File: config.mk
export PLATFORM = sky130hd
export DESIGN_NAME = spi_controller
export DESIGN_NICKNAME = d
export VERILOG_FILES = /design/src/rtl/spi_pkg.sv /design/src/rtl/spi_sclk_divider.sv /design/src/rtl/spi_controller.sv
export SDC_FILE = /design/constraint.sdc
export NUM_CORES = 1
export LEC_CHECK = 0
export CORE_ASPECT_RATIO = 2
export CORE_UTILIZATION = 57
export DETAILED_ROUTE_END_ITERATION = 8
export GPL_TIMING_DRIVEN = 0
export PLACE_DENSITY = 0.87
export SLEW_MARGIN = 40
export SYNTH_ARGS = -nofsm -noshare
export SYNTH_HDL_FRONTEND = slang
export SYNTH_SLANG_ARGS = --single-unit
File: constraint.sdc
create_clock -name clk -period 3.5 [get_ports clk]
set_clock_uncertainty 0.2 [all_clocks]
set_input_delay 0.35 -clock clk [delete_from_list [all_inputs] [get_ports clk]]
set_output_delay 0.35 -clock clk [all_outputs]
set_load 0.01 [all_outputs]
File: src/rtl/spi_pkg.sv
`default_nettype none
// +----------------------------------------------------------------------+
// | Module  : spi_pkg                                                    |
// | Brief   : Shared frame widths, peripheral register map and FSM state |
// |           encoding for the SPI initiator and its bench.              |
// | Revision: 1.0 - initial release                                      |
// +----------------------------------------------------------------------+
package spi_pkg;

  localparam int FRAME_W = 16;
  localparam int ADDR_W  = 7;
  localparam int DATA_W  = 8;

  // Register map of the on-chip SPI register peripheral
  localparam logic [ADDR_W-1:0] REG_EN_OUT_LO   = 7'h00;
  localparam logic [ADDR_W-1:0] REG_EN_OUT_HI   = 7'h01;
  localparam logic [ADDR_W-1:0] REG_PWM_MODE_LO = 7'h02;
  localparam logic [ADDR_W-1:0] REG_PWM_MODE_HI = 7'h03;
  localparam logic [ADDR_W-1:0] REG_PWM_DUTY    = 7'h04;

  typedef enum logic [2:0] {
    ST_IDLE  = 3'd0,
    ST_SETUP = 3'd1,
    ST_SHIFT = 3'd2,
    ST_HOLD  = 3'd3,
    ST_GAP   = 3'd4
  } spi_state_e;

  // Frame layout on the wire, MSB first: {write, addr, data}
  function automatic logic [FRAME_W-1:0] build_frame(
    input logic              write,
    input logic [ADDR_W-1:0] addr,
    input logic [DATA_W-1:0] data
  );
    return {write, addr, data};
  endfunction

endpackage
`default_nettype wire

File: src/rtl/spi_sclk_divider.sv
`default_nettype none
// +----------------------------------------------------------------------+
// | Module  : spi_sclk_divider                                           |
// | Brief   : SCLK generator. Each level lasts CLK_DIV clk cycles; the   |
// |           rise/fall strobes are high in the cycle before SCLK        |
// |           actually changes, so users can update data on that edge.   |
// | Revision: 1.0 - initial release                                      |
// +----------------------------------------------------------------------+
module spi_sclk_divider #(
  parameter int CLK_DIV = 4
) (
  input  logic clk,
  input  logic rst_n,
  input  logic i_en,
  output logic o_rise,
  output logic o_fall,
  output logic o_sclk
);

  localparam int c_cnt_w = (CLK_DIV > 1) ? $clog2(CLK_DIV) : 1;
  localparam logic [c_cnt_w-1:0] c_cnt_last = c_cnt_w'(CLK_DIV - 1);

  logic [c_cnt_w-1:0] r_cnt;
  logic               r_sclk;
  logic               w_wrap;

  assign w_wrap = i_en && (r_cnt == c_cnt_last);
  assign o_rise = w_wrap && !r_sclk;
  assign o_fall = w_wrap &&  r_sclk;
  assign o_sclk = r_sclk;

  // Half-period counter; disabling returns SCLK low and restarts the phase
  always_ff @(posedge clk or negedge rst_n) begin
    if (!rst_n) begin
      r_cnt  <= '0;
      r_sclk <= 1'b0;
    end else if (!i_en) begin
      r_cnt  <= '0;
      r_sclk <= 1'b0;
    end else if (w_wrap) begin
      r_cnt  <= '0;
      r_sclk <= ~r_sclk;
    end else begin
      r_cnt  <= r_cnt + c_cnt_w'(1);
    end
  end

endmodule
`default_nettype wire

File: src/rtl/spi_controller.sv
`default_nettype none
// +----------------------------------------------------------------------+
// | Module  : spi_controller                                             |
// | Brief   : SPI mode-0 initiator. Sends one 16-bit {write,addr,data}   |
// |           frame per accepted request, MSB first, on nCS/SCLK/COPI.   |
// |           All pad outputs come straight from flops.                  |
// | Revision: 1.0 - initial release                                      |
// +----------------------------------------------------------------------+
module spi_controller
  import spi_pkg::*;
#(
  parameter int CLK_DIV  = 4,
  parameter int CS_SETUP = 2,
  parameter int CS_HOLD  = 2,
  parameter int IDLE_GAP = 4
) (
  input  logic              clk,
  input  logic              rst_n,
  input  logic              req_valid,
  output logic              req_ready,
  input  logic              req_write,
  input  logic [ADDR_W-1:0] req_addr,
  input  logic [DATA_W-1:0] req_data,
  input  logic              abort,
  output logic              busy,
  output logic              done,
  output logic              aborted,
  output logic              nCS,
  output logic              SCLK,
  output logic              COPI
);

  // One shared phase counter serves SETUP, HOLD and GAP
  localparam int c_cnt_max =
    (CS_SETUP > CS_HOLD) ? ((CS_SETUP > IDLE_GAP) ? CS_SETUP : IDLE_GAP)
                         : ((CS_HOLD  > IDLE_GAP) ? CS_HOLD  : IDLE_GAP);
  localparam int c_cnt_w = $clog2(c_cnt_max + 1);

  localparam logic [c_cnt_w-1:0] c_setup_last = c_cnt_w'(CS_SETUP - 1);
  localparam logic [c_cnt_w-1:0] c_hold_last  = c_cnt_w'(CS_HOLD - 1);
  localparam logic [c_cnt_w-1:0] c_gap_last   = c_cnt_w'(IDLE_GAP - 1);
  localparam logic [4:0]         c_last_bit   = 5'(FRAME_W);

  spi_state_e          r_state,   w_state_d;
  logic [c_cnt_w-1:0]  r_cnt,     w_cnt_d;
  logic [4:0]          r_bit_cnt, w_bit_cnt_d;
  logic [FRAME_W-1:0]  r_shift,   w_shift_d;
  logic                r_copi,    w_copi_d;
  logic                r_ncs,     w_ncs_d;
  logic                r_done,    w_done_d;
  logic                r_aborted, w_aborted_d;

  logic w_div_en;
  logic w_rise;
  logic w_fall;
  logic w_sclk;

  // An abort stops SCLK on the very next edge, alongside the nCS release
  assign w_div_en = (r_state == ST_SHIFT) && !abort;

  spi_sclk_divider #(
    .CLK_DIV (CLK_DIV)
  ) u_sclk_div (
    .clk    (clk),
    .rst_n  (rst_n),
    .i_en   (w_div_en),
    .o_rise (w_rise),
    .o_fall (w_fall),
    .o_sclk (w_sclk)
  );

  assign req_ready = (r_state == ST_IDLE);
  assign busy      = (r_state != ST_IDLE);
  assign done      = r_done;
  assign aborted   = r_aborted;
  assign nCS       = r_ncs;
  assign SCLK      = w_sclk;
  assign COPI      = r_copi;

  // State and datapath registers
  always_ff @(posedge clk or negedge rst_n) begin
    if (!rst_n) begin
      r_state   <= ST_IDLE;
      r_cnt     <= '0;
      r_bit_cnt <= '0;
      r_shift   <= '0;
      r_copi    <= 1'b0;
      r_ncs     <= 1'b1;
      r_done    <= 1'b0;
      r_aborted <= 1'b0;
    end else begin
      r_state   <= w_state_d;
      r_cnt     <= w_cnt_d;
      r_bit_cnt <= w_bit_cnt_d;
      r_shift   <= w_shift_d;
      r_copi    <= w_copi_d;
      r_ncs     <= w_ncs_d;
      r_done    <= w_done_d;
      r_aborted <= w_aborted_d;
    end
  end

  // Next-state and next-output logic of the frame sequencer
  always_comb begin
    w_state_d   = r_state;
    w_cnt_d     = r_cnt;
    w_bit_cnt_d = r_bit_cnt;
    w_shift_d   = r_shift;
    w_copi_d    = r_copi;
    w_ncs_d     = r_ncs;
    w_done_d    = 1'b0;
    w_aborted_d = 1'b0;

    case (r_state)
      // Accept takes priority over a coincident abort
      ST_IDLE: begin
        if (req_valid) begin
          w_state_d   = ST_SETUP;
          w_cnt_d     = '0;
          w_bit_cnt_d = '0;
          w_shift_d   = build_frame(req_write, req_addr, req_data);
          w_copi_d    = req_write;
          w_ncs_d     = 1'b0;
        end
      end

      // nCS stays high for IDLE_GAP cycles; abort is meaningless here
      ST_GAP: begin
        if (r_cnt == c_gap_last) begin
          w_state_d = ST_IDLE;
          w_cnt_d   = '0;
        end else begin
          w_cnt_d   = r_cnt + c_cnt_w'(1);
        end
      end

      default: begin
        if (abort) begin
          // Abort beats every in-frame transition, including HOLD's last cycle
          w_state_d   = ST_GAP;
          w_cnt_d     = '0;
          w_bit_cnt_d = '0;
          w_copi_d    = 1'b0;
          w_ncs_d     = 1'b1;
          w_aborted_d = 1'b1;
        end else begin
          case (r_state)
            ST_SETUP: begin
              if (r_cnt == c_setup_last) begin
                w_state_d = ST_SHIFT;
                w_cnt_d   = '0;
              end else begin
                w_cnt_d   = r_cnt + c_cnt_w'(1);
              end
            end

            ST_SHIFT: begin
              if (w_rise) begin
                w_bit_cnt_d = r_bit_cnt + 5'd1;
              end
              if (w_fall) begin
                if (r_bit_cnt == c_last_bit) begin
                  w_state_d = ST_HOLD;
                  w_cnt_d   = '0;
                  w_copi_d  = 1'b0;
                end else begin
                  w_shift_d = {r_shift[FRAME_W-2:0], 1'b0};
                  w_copi_d  = r_shift[FRAME_W-2];
                end
              end
            end

            ST_HOLD: begin
              if (r_cnt == c_hold_last) begin
                w_state_d = ST_GAP;
                w_cnt_d   = '0;
                w_ncs_d   = 1'b1;
                w_done_d  = 1'b1;
              end else begin
                w_cnt_d   = r_cnt + c_cnt_w'(1);
              end
            end

            // Unreachable encodings recover to a quiet IDLE
            default: begin
              w_state_d = ST_IDLE;
              w_cnt_d   = '0;
              w_copi_d  = 1'b0;
              w_ncs_d   = 1'b1;
            end
          endcase
        end
      end
    endcase
  end

endmodule
`default_nettype wire

### Yosys cells after proc, flatten, opt, wreduce, memory -nomap -nowiden

Cells that the tools add are included.

| word-level totals | value |
|---|---|
| flip-flop bits (word level) | 33 |

| operators by class | value |
|---|---|
| add/sub/neg operators | 3 |
| equal/unequal tests | 21 |
| muxes and demuxes | 49 |
| bitwise gates (word level) | 2 |
| reductions and logical operators | 21 |

Operators by type and width:

| kind | count |
|---|---|
| $mux W15 | 5 |
| $mux W3 | 13 |
| $pmux W15 S2 | 1 |
| $mux W5 | 4 |
| $pmux W3 S2 | 3 |
| $mux W1 | 15 |
| $reduce_and A4 Y1 | 3 |
| $reduce_and A6 Y1 | 2 |
| $ne A2 B2 Y1 const B | 5 |
| $ne A5 B3 Y1 const B | 2 |
| $pmux W5 S2 | 1 |
| $eq A3 B2 Y1 const B | 3 |
| $pmux W3 S3 | 1 |
| $reduce_bool A3 Y1 | 3 |
| $pmux W1 S2 | 4 |
| $eq A3 B1 Y1 const B | 2 |
| $ne A3 B1 Y1 const B | 2 |
| $reduce_or A2 Y1 | 3 |
| $add A5 B1 Y5 const B | 1 |
| $eq A5 B5 Y1 const B | 1 |
| $ne A5 B4 Y1 const B | 1 |
| $ne A5 B5 Y1 const B | 1 |
| $logic_and A1 B1 Y1 | 4 |
| $mux W2 | 2 |
| other kinds (11) | 14 |

### Depth between registers and ports, before layout

| logic depth | value |
|---|---|
| depth after elaboration | 8 |
| mapped depth | 7 |
| depth with buffers taken out | 6 |

### Modules after synthesis

From an unflattened synthesis, not the netlist that was laid out.

| unflattened totals | value |
|---|---|
| cells, all modules | 189 |
| area, all modules | 1,859.3 um^2 |

Modules (own cells, without submodules):

| module | instances | cells an instance | area an instance (um^2) | sequential area each (um^2) |
|---|---|---|---|---|
| spi_controller | 1 | 178 | 1,727.9 | 752.0 |
| spi_sclk_divider | 1 | 11 | 131.4 | 75.1 |

### Least setup slack after synthesis

Ideal clock, no wire load.

| timing | value |
|---|---|
| path type | input -> register |
| from | input abort |
| to | register r_shift[10] |
| library setup time | 126 ps |
| arrival | 1,772 ps |
| slack | 1,402 ps |
| stages | 6 |
| path buffers | 3 |
| path through | buf_6 -> or4b_4 -> o41ai_4 -> buf_6 -> buf_6 -> a31oi_1 |

| on the way | value |
|---|---|
| cells in the longest elaborated chain, start to end | 6 |

RTL lines:

| item | line | text |
|---|---|---|
| start: declaration | spi_controller.sv:24 | `input logic abort,` |
| $logic_not A1 Y1 | spi_controller.sv:59 | `assign w_div_en = (r_state == ST_SHIFT) && !abort;` |
| $logic_and A1 B1 Y1 | spi_controller.sv:59 |  |
| $logic_and A1 B1 Y1 | spi_sclk_divider.sv:27 | `assign w_wrap = i_en && (r_cnt == c_cnt_last);` |
| $logic_and A1 B1 Y1 | spi_sclk_divider.sv:29 | `assign o_fall = w_wrap && r_sclk;` |
| $reduce_bool A2 Y1 (no source line) | -- |  |
| $reduce_and A6 Y1 (no source line) * | -- |  |
| end signal: assignment | spi_controller.sv:95 | `r_shift <= w_shift_d;` |
| end: declaration | spi_controller.sv:47 | `logic [FRAME_W-1:0] r_shift, w_shift_d;` |

Mark *: on every way between the ends. The rest lies on a longest branch, timed or not.
A chain may end at the register's enable or synchronous reset.

### Worst setup path after layout

| timing | value |
|---|---|
| from | register r_state[0] |
| to | output req_ready |

| on the way | value |
|---|---|
| cells in the longest elaborated chain, start to end | 1 |

RTL lines:

| item | line | text |
|---|---|---|
| start: declaration | spi_controller.sv:44 | `spi_state_e r_state, w_state_d;` |
| start signal: assignment | spi_controller.sv:92 | `r_state <= w_state_d;` |
| $logic_not A3 Y1 | spi_controller.sv:72 | `assign req_ready = (r_state == ST_IDLE);` |
| end: declaration | spi_controller.sv:20 | `output logic req_ready,` |

Every way passes these cells.

==> impl_results.md <==
- Register Area: 827 um^2
- Initial DRC count: 30
- WP data required: 2950 ps
- Asr flop ratio synth: 100%
- Synth warn: 0
- Effective utilization at floorplan: 60.9%
- Post-synthesis sequential area ratio: 49.0%
- RSZ-0062 raised after global routing: false
- Vias post-DR: 1399
- Share of layout cells above drive strength 1: 12.4%
- Fill cells: 200
- Worst setup path start: r_state[0]
- Status: complete, no violations
- Total Routing Usage GR: 26.8%
- Antenna violations before repair: 0
- Final setup viols: 0
- Top cell type's share of synthesized area: 47.4%
- Synthesized area per cell: 9.59 um^2
- Minimum clock period: 2940 ps
- Fin cells: 239
- CTS tree: built
- Synth area leader: dfrtp_1
- Rel. slew slack: 52.5%
- Average wire per standard cell: 14.8 um
- Endpoint type of the worst setup path: primary output
- Post-synth top cells: nand2_1 (37), dfrtp_1 (32), nor2_1 (19), a31oi_1 (14)
- Largest net degree at the start of global routing: 34
- Placed Cells: 230
- Final-stage net count: 236
- Total core area: 0.00277 mm^2
- Total grt overflow: 0
- Mapped cell area: 0.00169 mm^2
- Leakage: 0.938 nW
- H-tree depth: 2
- Number of global-route vias before repair: 1423
- Die Y: 79.0 um
- Die W: 40.5 um
- Port Buffer Count: 25
- Most common cell in the netlist: nand2_1
- CTS buffer count: 5
- Dpl hpwl: 2710 um
- Synth Area in Simple Gates: 21.1%
- DRT antenna net count: 0
- Final hold slack: 68.4 ps
- Hold Path Class: in2reg
- Diode count: 0
- Area growth, synth to finish: 23.6%
- Final TNS setup: 0 ps
- R2R setup slack: 1280 ps
- FF-to-FF End: r_shift[13]
- Top-level I/O count: 27
- Least-Margin Pin Slew: 712 ps
- Fmax: 340 MHz
- Final period util: 84.1%
- Top FF cell, synth: dfrtp_1
- Final Hold Vio Count: 0
- WL final: 3530 um
- Syn Nets: 203
- Multi-input gate area: 766 um^2
- Peak VDD IR: 0.000561 V
- Reg2reg start: r_state[1]
- Post-synth EDFFs: 0
- CTS resizes: 0
- Global-route wire length before repair: 5860 um
- XOR/XNOR Fraction of Synth Area: 2.59%
- Largest family of logic cells by synthesized area: simple AND/OR/NAND/NOR gates
- Synth Area in Compound Gates: 14.8%
- Critical Path Start Type: flop
- Max-Cap Viols: 0
- Worst path arrival time: 2390 ps
- Gate Count Post-Synth: 176
- R2r worst-path depth: 6
- DRC Markers: 0
- CP max FO: 10
- Final Max Tran Viols: 0
- Clock transition at the registers of the reported paths: 60 ps
- Synth area leaders: dfrtp_1 (47%), nand2_1 (8.2%), a31oi_1 (5.2%), ha_1 (5.2%), nor2_1 (4.2%)
- Clock sink count: 33
- Mux cell area share after synthesis: 1.26%
- Count of state elements after synthesis: 33
- Clock Latency Late Sink: 290 ps
- GP Congestion: 0.726
- TritonRoute pass-1 iters: 4
- Die area: 0.00320 mm^2
- CP Class: reg2out
- Yosys cell types: 38
- Via density: 5.85
- Num rows: 27
- Clock Tree Root: clkbuf_8
- Worst-case clock buffer depth: 2
- Pwr dens: 754 mW/mm^2
- CP endpoint: req_ready
- Adder-cell share of the synthesized area: 5.19%
-- per-layer routing --
| layer | vias up | share of wire, % | wire length [um] | GRT usage (%) |
|---|---|---|---|---|
| met5 | - | 0 | 0 | 0 |
| met4 | 0 | 2.9 | 102 | 14.3 |
| met3 | 9 | 3.5 | 124 | 6.98 |
| met2 | 34 | 58 | 2050 | 48.1 |
| met1 | 679 | 35 | 1250 | 24.3 |
| li1 | 677 | - | - | - |
-- layout by cell type, fill, tap and decap left out, types with 5 or more instances in the layout --
cell / count
inv_1: 7
o21ai_0: 6
nand2_1: 37
dfrtp_1: 32
a31oi_1: 14
clkbuf_8: 7
ha_1: 7
clkdlybuf4s50_1: 24
nand3_1: 5
nor2_1: 19
-- final cells by class --
type | instances | share of cell area, %
flip-flops and latches | 33 | 39.6
multi-input cells | 125 | 36.7
repair buffers | 26 | 12.2
clock buffers | 7 | 4.62
plain buffers | 10 | 3.42
well taps | 29 | 1.74
inverters | 8 | 1.44
clock inverters | 1 | 0.240
-- worst min-delay path by stage --
stage / to / startpoint / slack, ps / cells after the start
3_5_place_dp: r_cnt[0] / rst_n / 240 / 1
5_1_grt: done / abort / 70 / 2
6_report: r_state[1] / abort / 70 / 2
4_1_cts: done / abort / 60 / 2
2_1_floorplan: COPI / rst_n / -150 / 0
3_3_place_gp: u_sclk_div.r_cnt[0] / u_sclk_div.r_cnt[0] / 230 / 1
-- critical path: stages (launching register included) --
cell and delay [ps]:
dfrtp_1 380, clkbuf_1 200, or3_1 400, buf_2 180, clkinv_1 150, buf_2 230, clkdlybuf4s50_1 560
-- cells by family after synthesis --
logic type                 after synthesis
and+or+nand+nor                         77
AOI/OAI and AO/OA                       34
DFF                                     33
buffers and inverters                   18
adders and majority gates                7
xor gates and xnor gates                 5
muxes                                    2
-- stage by stage --
step           total power, mW  worst slack (ps)  utilization [%]  instance area, um^2
6_report                  1.57               557             75.3                 2090
2_1_floorplan             1.05              1400                -                 1690
4_1_cts                   1.58               559             75.3                 2090
3_5_place_dp              1.26               896             71.3                 1980
3_3_place_gp              1.22               920             71.3                 1970
5_1_grt                   1.70               429             75.3                 2090
-- power by group --
group / total [mW] / switching, mW / internal [mW] / leakage [nW]
combinational: 0.674 / 0.379 / 0.296 / 0.476
sequential: 0.586 / 0.0735 / 0.512 / 0.407
clock: 0.313 / 0.136 / 0.177 / 0.0542
total: 1.57 / 0.588 / 0.985 / 0.938
-- state kept, by name, summed over array words and instances, names as in the netlist, 2 cells and up --
register          cells
r_shift              15
r_state               3
u_sclk_div.r_cnt      2
r_cnt                 3
r_bit_cnt             5
-- repair_timing --
action,in CTS,in global routing
buffers inserted,0,0
hold buffers,1,0
endpoints found under the hold margin,32,0
Power figures use the tool's default switching activity.
